<file path="config.mk">
export PLATFORM = sky130hd
export DESIGN_NAME = input_gpio_loader_flat
export DESIGN_NICKNAME = d
export VERILOG_FILES = /design/src/rtl/input_gpio_loader_if.sv /design/src/rtl/input_gpio_loader.sv /design/src/flat_wrapper.sv
export SDC_FILE = /design/constraint.sdc
export NUM_CORES = 1
export LEC_CHECK = 0
export ABC_CLOCK_PERIOD_IN_PS = 2100
export CAP_MARGIN = 0
export CORE_AREA = 2 2 107 109
export DETAILED_ROUTE_END_ITERATION = 12
export DIE_AREA = 0 0 109 111
export GPL_ROUTABILITY_DRIVEN = 0
export PLACE_DENSITY = 0.69
export SLEW_MARGIN = 20
export SYNTH_ARGS = -nofsm -noshare
export SYNTH_HDL_FRONTEND = slang
export SYNTH_SLANG_ARGS = --single-unit
</file>
<file path="constraint.sdc">
create_clock -name clk -period 2.1 [get_ports clk]
set_input_delay 0.315 -clock clk [delete_from_list [all_inputs] [get_ports clk]]
set_output_delay 0.315 -clock clk [all_outputs]
set_load 0.03 [all_outputs]
</file>
<file path="src/rtl/input_gpio_loader_if.sv">
// Image-memory write port driven by the GPIO pixel loader.
interface input_gpio_loader_if #(
  parameter int ADDR_WIDTH = 16
);
  logic                  mem_we;
  logic [ADDR_WIDTH-1:0] mem_addr;
  logic [31:0]           mem_wdata;

  modport master (
    output mem_we,
    output mem_addr,
    output mem_wdata
  );

  modport slave (
    input mem_we,
    input mem_addr,
    input mem_wdata
  );
endinterface

</file>
<file path="src/rtl/input_gpio_loader.sv">
// Captures strobed GPIO pixels, packs four per word and
// writes a frame sequentially into image memory.
module input_gpio_loader #(
  parameter int NUM_PIXELS = 160000,
  parameter int ADDR_WIDTH = 16
) (
  input  logic                clk,
  input  logic                rst,
  input  logic                start,
  input  logic [7:0]          pixel_in,
  input  logic                strobe_in,
  output logic                ready,
  output logic                done,
  output logic [17:0]         pixel_count,
  input_gpio_loader_if.master bus
);

  localparam logic [1:0] IDLE = 2'd0;
  localparam logic [1:0] LOAD = 2'd1;
  localparam logic [1:0] DONE = 2'd2;

  localparam logic [17:0] LAST_CNT = 18'(NUM_PIXELS - 1);

  logic [1:0]            state;
  logic                  s1, s2, s3;
  logic                  stb_edge;
  logic [1:0]            byte_idx;
  logic [31:0]           pack;
  logic [31:0]           pack_n;
  logic [ADDR_WIDTH-1:0] waddr;
  logic                  fin;
  logic                  last_px;

  assign stb_edge = s2 & ~s3;
  assign ready    = (state == LOAD);
  assign done     = (state == DONE);
  assign last_px  = (pixel_count == LAST_CNT);

  always_comb begin
    pack_n = pack;
    pack_n[{byte_idx, 3'b000} +: 8] = pixel_in;
  end

  always_ff @(posedge clk) begin
    if (rst) begin
      state         <= IDLE;
      s1            <= 1'b0;
      s2            <= 1'b0;
      s3            <= 1'b0;
      byte_idx      <= 2'd0;
      pack          <= '0;
      waddr         <= '0;
      fin           <= 1'b0;
      pixel_count   <= '0;
      bus.mem_we    <= 1'b0;
      bus.mem_addr  <= '0;
      bus.mem_wdata <= '0;
    end else begin
      s1         <= strobe_in;
      s2         <= s1;
      s3         <= s2;
      bus.mem_we <= 1'b0;
      case (state)
        IDLE, DONE: begin
          if (start) begin
            state       <= LOAD;
            pixel_count <= '0;
            byte_idx    <= 2'd0;
            waddr       <= '0;
            pack        <= '0;
            fin         <= 1'b0;
          end
        end
        LOAD: begin
          // final word is on the bus this cycle; hand over to DONE
          if (fin) begin
            state <= DONE;
            fin   <= 1'b0;
          end else if (stb_edge) begin
            pixel_count <= pixel_count + 18'd1;
            byte_idx    <= byte_idx + 2'd1;
            if (byte_idx == 2'd3 || last_px) begin
              bus.mem_we    <= 1'b1;
              bus.mem_addr  <= waddr;
              bus.mem_wdata <= pack_n;
              waddr         <= waddr + 1'b1;
              pack          <= '0;
              fin           <= last_px;
            end else begin
              pack <= pack_n;
            end
          end
        end
        default: state <= IDLE;
      endcase
    end
  end

endmodule

</file>
<file path="src/flat_wrapper.sv">
// flat-port wrapper written by rule: the top's interface ports become plain ports
module input_gpio_loader_flat 
#(
  parameter int NUM_PIXELS = 160000,
  parameter int ADDR_WIDTH = 16
)
  (clk, rst, start, pixel_in, strobe_in, ready, done, pixel_count, bus_mem_we, bus_mem_addr, bus_mem_wdata);
  input_gpio_loader_if #(.ADDR_WIDTH(ADDR_WIDTH)) bus_i ();
  input  logic clk;
  input  logic rst;
  input  logic start;
  input  logic [7:0] pixel_in;
  input  logic strobe_in;
  output logic ready;
  output logic done;
  output logic [17:0] pixel_count;
  output wire logic [$bits(bus_i.mem_we)-1:0] bus_mem_we;
  output wire logic [$bits(bus_i.mem_addr)-1:0] bus_mem_addr;
  output wire logic [$bits(bus_i.mem_wdata)-1:0] bus_mem_wdata;
  assign bus_mem_we = bus_i.mem_we;
  assign bus_mem_addr = bus_i.mem_addr;
  assign bus_mem_wdata = bus_i.mem_wdata;
  input_gpio_loader #(.NUM_PIXELS(NUM_PIXELS), .ADDR_WIDTH(ADDR_WIDTH)) u_core (.clk(clk), .rst(rst), .start(start), .pixel_in(pixel_in), .strobe_in(strobe_in), .ready(ready), .done(done), .pixel_count(pixel_count), .bus(bus_i));
endmodule
</file>
==> metrics <==
outcome completed; EDFF count, synth 0; Rel. slew slack 55.5%; Max Clock Freq 493 MHz; element type at the critical path start flip-flop; ANT cells 0; Post-Synthesis Net Count 634; Min Clock Period, post-route 2030 ps; core utilization of the finished layout 63.5%; CTS H-tree depth 4; count of cell types in the netlist 47; dominant register cell in the synthesized netlist dfxtp_1; Yosys warnings 0; drt drc 0; PD cells 859 mW/mm^2; Crit path required time 2410 ps; leading post-synthesis cells by instance count dfxtp_1, nor2_1, a21oi_1; most common cell in the synthesized netlist dfxtp_1; worst min-delay path class in2reg; top cells by area, synth dfxtp_1, a211oi_1, nor2_1; synthesized area per cell 8.51 um^2; Synth area leader dfxtp_1; Worst-Margin Slew 668 ps; worst setup path category reg2reg; cts bufs inserted 17; area grow syn2layout 34.7%; post-synthesis instance area 0.00522 mm^2; pre-CTS setup slack 32.6 ps; number of nets in the layout 732; Ports 81; wire per inst 14.9 um; clock transition time at the flip-flop clock pins of the worst setup and hold paths 50 ps; adder and majority gate portion of the synthesized area 1.92%; worst-case clock skew 6.49 ps; total gr overflow 0; share of synthesized area spent on multiplexers 0.575%; vias per std cell 5.50; Die X-Extent 109 um; Antenna Nets Post-Route 0; Syn Inst Count 614; root buffer selected by CTS clkbuf_16; highest ir drop seen on vdd 0.505 mV; number of setup violations in the final report 0; area fraction in compound gates after synthesis 19.1%; global-route wire length before repair 21.8 mm; count of vias placed by the detailed router 4,776; initial DRC count 260; post-synthesis share of cell area spent on and, or, nand and nor gates 25.5%; Worst EP arrival 2330 ps; fraction of final layout cells with drive strength greater than 1 11.3%; final routed wirelength across all metal layers 13.0 mm; sequential cell area fraction in the yosys report 47.1%; initial core utilization 47.1%; clock tree sinks 123; largest net degree at the start of global routing 45; share of the synthesized area in the top cell type 47.1%; area of the placeable core 0.0111 mm^2; number of max-cap violations 0; die area 0.0121 mm^2; smallest setup slack after layout 72.8 ps; worst-skew pair later-pin latency 410 ps; Async SR Flop Fraction 0%; leakage component of the power 2.44 nW; xor and xnor fraction of the mapped netlist area 2.01%; Clock Path Buffers 2; synthesis-stage register bit count 123; initial antenna violation count 0; post-detailed-placement half-perimeter wirelength 8.69 mm; critical-path maximum fanout 32; main combinational cell family by area after synthesis simple AND/OR/NAND/NOR gates; count of input and output buffers 80; number of optimization iterations in the first detailed-route pass 5; via count of the first global-routing pass 4,598; post-route clock period utilization 96.5%; category of the worst setup path capture point flip-flop; clock tree from TritonCTS built; global-route usage over all layers 22.5%; final number of max-transition violations 0; total count of hold-check failures in the final report 0; Die Height 111 um; number of core rows 39
[area by class of cell]
type                    count  area [um^2]
fillers                   928         4040
multi-input cells         448         2590
clock inverters            11          190
clock buffers              21          470
inverters                   6         22.5
flip-flops and latches    123         2460
well taps                 143          179
repair buffers            116         1120
[power breakdown]
part	switching, mW	total [mW]	internal (mW)
clock network	1.04	3.24	2.20
logic	0.234	0.383	0.149
registers	0.0284	2.42	2.39
[critical path: stages, from the launching register on]
cell and delay, ps:
dfxtp_2 360, ha_1 230, or3b_1 410, a31oi_2 230, or3_4 200, nand2b_1 90, buf_12 180, a211oi_1 210
[through the flow]
| stage | total power, mW | instance area (um^2) | hold WS [ps] | std cells | setup TNS [ps] |
|---|---|---|---|---|---|
| after detailed placement | 2.85 | 6330 | 447 | 833 | 0 |
| final | 6.04 | 7030 | 428 | 868 | 0 |
| after floorplan | 2.72 | 5220 | 414 | 614 | 0 |
| after CTS | 6.09 | 6990 | 408 | 865 | 0 |
| after global placement | 2.83 | 6330 | 443 | 833 | 0 |
| after global routing | 6.25 | 7030 | 463 | 868 | -70.1 |
[final timing paths]
check	start	slack, ps	endpoint	cells past startpoint
setup reg to reg	u_core.byte_idx[0]	70	u_core.pack[22]	7
setup / recovery	u_core.byte_idx[0]	70	u_core.pack[22]	7
hold / removal	rst	430	u_core.state[1]	2
hold reg to reg	u_core.bus.mem_addr[11]	450	u_core.bus.mem_addr[11]	2
[state kept, by name (all words and copies together), names as in the netlist]
| signal | cells |
|---|---|
| u_core.bus.mem_wdata | 32 |
| u_core.pack | 32 |
| u_core.pixel_count | 18 |
| u_core.bus.mem_addr | 16 |
| u_core.waddr | 16 |
| u_core.byte_idx | 2 |
| u_core.state | 2 |
| u_core.bus.mem_we | 1 |
| u_core.fin | 1 |
| u_core.s1 | 1 |
| u_core.s2 | 1 |
| u_core.s3 | 1 |
[what timing repair did]
item                                    CTS  global route
pin swaps                                 0             1
resized for setup                         1             5
endpoints found under the setup margin    1            62
buffers inserted                          0             3
hold buffers                              0             0
[routing by layer]
layer / GRT usage (%) / up-vias / share of wire (%)
met5: 0 / - / 0
met4: 8.12 / 0 / 1.8
met3: 6.00 / 22 / 5.2
met2: 36.6 / 136 / 49
met1: 28.3 / 2237 / 44
li1: - / 2381 / -
[logic make-up after synthesis]
group / Yosys count
AOI/OAI and AO/OA: 158
xor gates and xnor gates: 12
adders and majority gates: 8
buffers and inverters: 43
DFF: 123
muxes: 3
and+or+nand+nor: 267
[placed cells by master, fill, tap and decap left out, types with 6 or more instances in the layout]
cell               n
xnor2_1           10
nor4_1             7
nand2_1           58
clkbuf_16         17
nor2_1            89
nand4_1            8
inv_1              6
clkdlybuf4s50_1   77
a211oi_1          64
dfxtp_1          121
buf_4             32
nor2b_1           37
or3_1              8
ha_1               8
a21oi_1           65
o21ai_0           11
nand3_1           16
nor3_1             9
(Power assumes the default switching activity.)
==> RTL change (same flow settings) <==
Reset style: asynchronous (`rst`), changed in one clocked block.
--- a/src/rtl/input_gpio_loader.sv
+++ b/src/rtl/input_gpio_loader.sv
@@ -42,5 +42,5 @@
   end
 
-  always_ff @(posedge clk) begin
+  always_ff @(posedge clk or posedge rst) begin
     if (rst) begin
       state         <= IDLE;
Formal check against the unedited RTL: differs if rst is asserted again (counterexample within 4 cycles, from zero or initial values and one cycle with rst high); with rst held inactive, the same outputs for 4 cycles.
==> RTL change against the unedited design <==
  * Global-route usage grew 1.2 points
  * Sequential cell count is the same
  * Setup slack lost 0.015 ns
  * Critical path type unchanged
  * Maximum frequency shrank 0.71%
  * Count of clock-buffer cells in the layout shrank 2
  * Cell count shrank 8.1%
  * Highest routed layer unchanged
  * Critical path depth grew 1
  * Non-clock buffer count grew 14
  * Cell area grew 9.4%
  * Routed wire length grew 7.4%
  * Synthesized area grew 7.3%
  * Largest cell class is now flip-flops and latches
Power is not compared: it rests on default switching activity, and its combinational part moved more than twofold at a synthesized area within 25%.
==> RTL change: results (changes against the unedited design) <==
Placement
  – Final HPWL DP: 8740 um (+0.54%)
  – DP Cell Count: 756 (-9.2%)

Synthesis
  – Ys flop type: dfrtp_1
  – Post-synth top cells: dfrtp_1, a21oi_1, nor2_1
  – Yosys warnings: 0 (unchanged)
  – Mux cell area share after synthesis: 3.21% (+2.6 points)
  – Async SR Flop Fraction: 100% (+100 points)
  – Post-synthesis cell type count: 46 (-2.1%)
  – Synthesized-area fraction occupied by xor and xnor cells: 2.19% (+0.18 points)
  – Top post-synthesis cells by area: dfrtp_1, a21oi_1, a22o_1, nor2b_1, nor2_1
  – Register area share after synthesis: 54.9% (+7.8 points)
  – Post-synthesis adder-cell area fraction: 1.79% (-0.13 points)
  – Syn Area/Cell: 10.7 sq um (+26%)
  – Synth Area in Compound Gates: 17.1% (-2.0 points)
  – Synth Net Count: 543 (-14%)

GRT
  – Global-route wire length before repair: 22400 um (+2.5%)
  – Largest net degree at the start of global routing: 57 (+27%)
  – Vias in the first global route: 4607 (+0.20%)
  – Total track usage: 23.6% (+1.2 points)

Detailed routing
  – Detailed Routing Iterations Pass 1: 4 (-1)
  – Vias: 4542 (-4.9%)
  – DR iter-0 viols: 227 (-13%)
  – Avg WL per Cell: 17.5 um (+17%)
  – Routed WL: 13900 um (+7.4%)

STA
  – Worst Tran Pin Value: 0.759 ns (+0.0917 ns)
  – Worst clock skew: 0.00880 ns (+0.00231 ns)

Cells and area
  – N_diodes: 0 (unchanged)
  – Nets: 662 (-9.6%)
  – Fill cells: 791 (-15%)
  – Layout cell share with drive strength beyond 1: 18.2% (+6.9 points)

Worst setup path
  – FF-to-FF Start: u_core.byte_idx[0]
  – Arr. time, crit path: 2.38 ns (+0.05 ns)
  – Crit-path max FO: 8 (-75%)

Status
  – Status: finished clean

Hold path
  – Worst Hold Class: in2async

Clocking
  – Clk slew on worst S/H paths: 0.06 ns
## RTL change: layout make-up
| type | count | area [sq um] | area share (%) |
|---|---|---|---|
| Sequential cell | 123 | 3080 | 40.1 |
| Multi-Input combinational cell | 363 | 2420 | 31.5 |
| Timing Repair Buffer | 130 | 1330 | 17.2 |
| Clock buffer | 19 | 433 | 5.63 |
| Clock inverter | 13 | 223 | 2.89 |
| Tap cell | 143 | 179 | 2.33 |
| Inverter | 7 | 30.0 | 0.390 |
## RTL change: what timing repair did
action | 4_1_cts | 5_1_grt
pin swaps | 0 | 4
gates cloned | 0 | 4
buffers inserted | 0 | 6
setup endpoints to repair | 2 | 89
resized for setup | 2 | 18
## RTL change: power groups by stage
stage | Clock [W] | Sequential (W) | Combinational (W)
finish | 0.00326 | 0.00368 | 0.00379
global route | 0.00342 | 0.00377 | 0.00406
CTS | 0.00331 | 0.00367 | 0.00373
detailed placement | 0 | 0.00369 | 0.00369
global placement | 0 | 0.00367 | 0.00362
floorplan | 0 | 0.00459 | 0.00128
## RTL change: logic make-up after synthesis
family | count (synthesis)
XOR/XNOR | 14
buffers and inverters | 37
adder cells (fa/ha/maj) | 8
AND/OR/NAND/NOR | 177
multiplexers | 16
flip-flops | 123
AO/OA/AOI/OAI | 148
## RTL change: per-layer routing
metal	GRT usage (%)	routed length (um)	vias up
met2	37.1	6980	139
met5	0	0	-
met4	10.4	228	0
met1	31.6	6080	2263
li1	-	-	2116
met3	4.88	650	24
## RTL change: worst paths after layout
check | end | slack, ns | depth (start not counted)
min in group clk | u_core.s2 | 0.35 | 0
min | u_core.bus.mem_wdata[2] | 0.28 | 2
max reg2reg | u_core.pack[7] | 0.06 | 8
max in group asynchronous | u_core.pixel_count[1] | 1.17 | 3
min reg2reg | u_core.s2 | 0.35 | 0
max | u_core.pack[7] | 0.06 | 8
## RTL change: per-stage QoR
| stage | power [W] | util (%) | setup slack (ns) | hold slack, ns | area (sq um) |
|---|---|---|---|---|---|
| finish | 0.0107 | 69.5 | 0.0582 | 0.281 | 7690 |
| global route | 0.0113 | 69.5 | -0.0375 | 0.339 | 7690 |
| CTS | 0.0107 | 67.3 | 0.0117 | 0.282 | 7450 |
| detailed placement | 0.00739 | 61.4 | -0.0322 | 0.342 | 6800 |
| global placement | 0.00728 | 61.4 | 0.000488 | 0.333 | 6800 |
| floorplan | 0.00587 | - | 0.00502 | 0.331 | 5640 |
## RTL change: critical path: stages (launching register included)
cell and delay (ns):
dfrtp_1 0.38, buf_4 0.16, inv_1 0.24, ha_1 0.31, nor4bb_2 0.33, nand3_1 0.13
nor2_1 0.11, buf_4 0.17, a22o_1 0.14
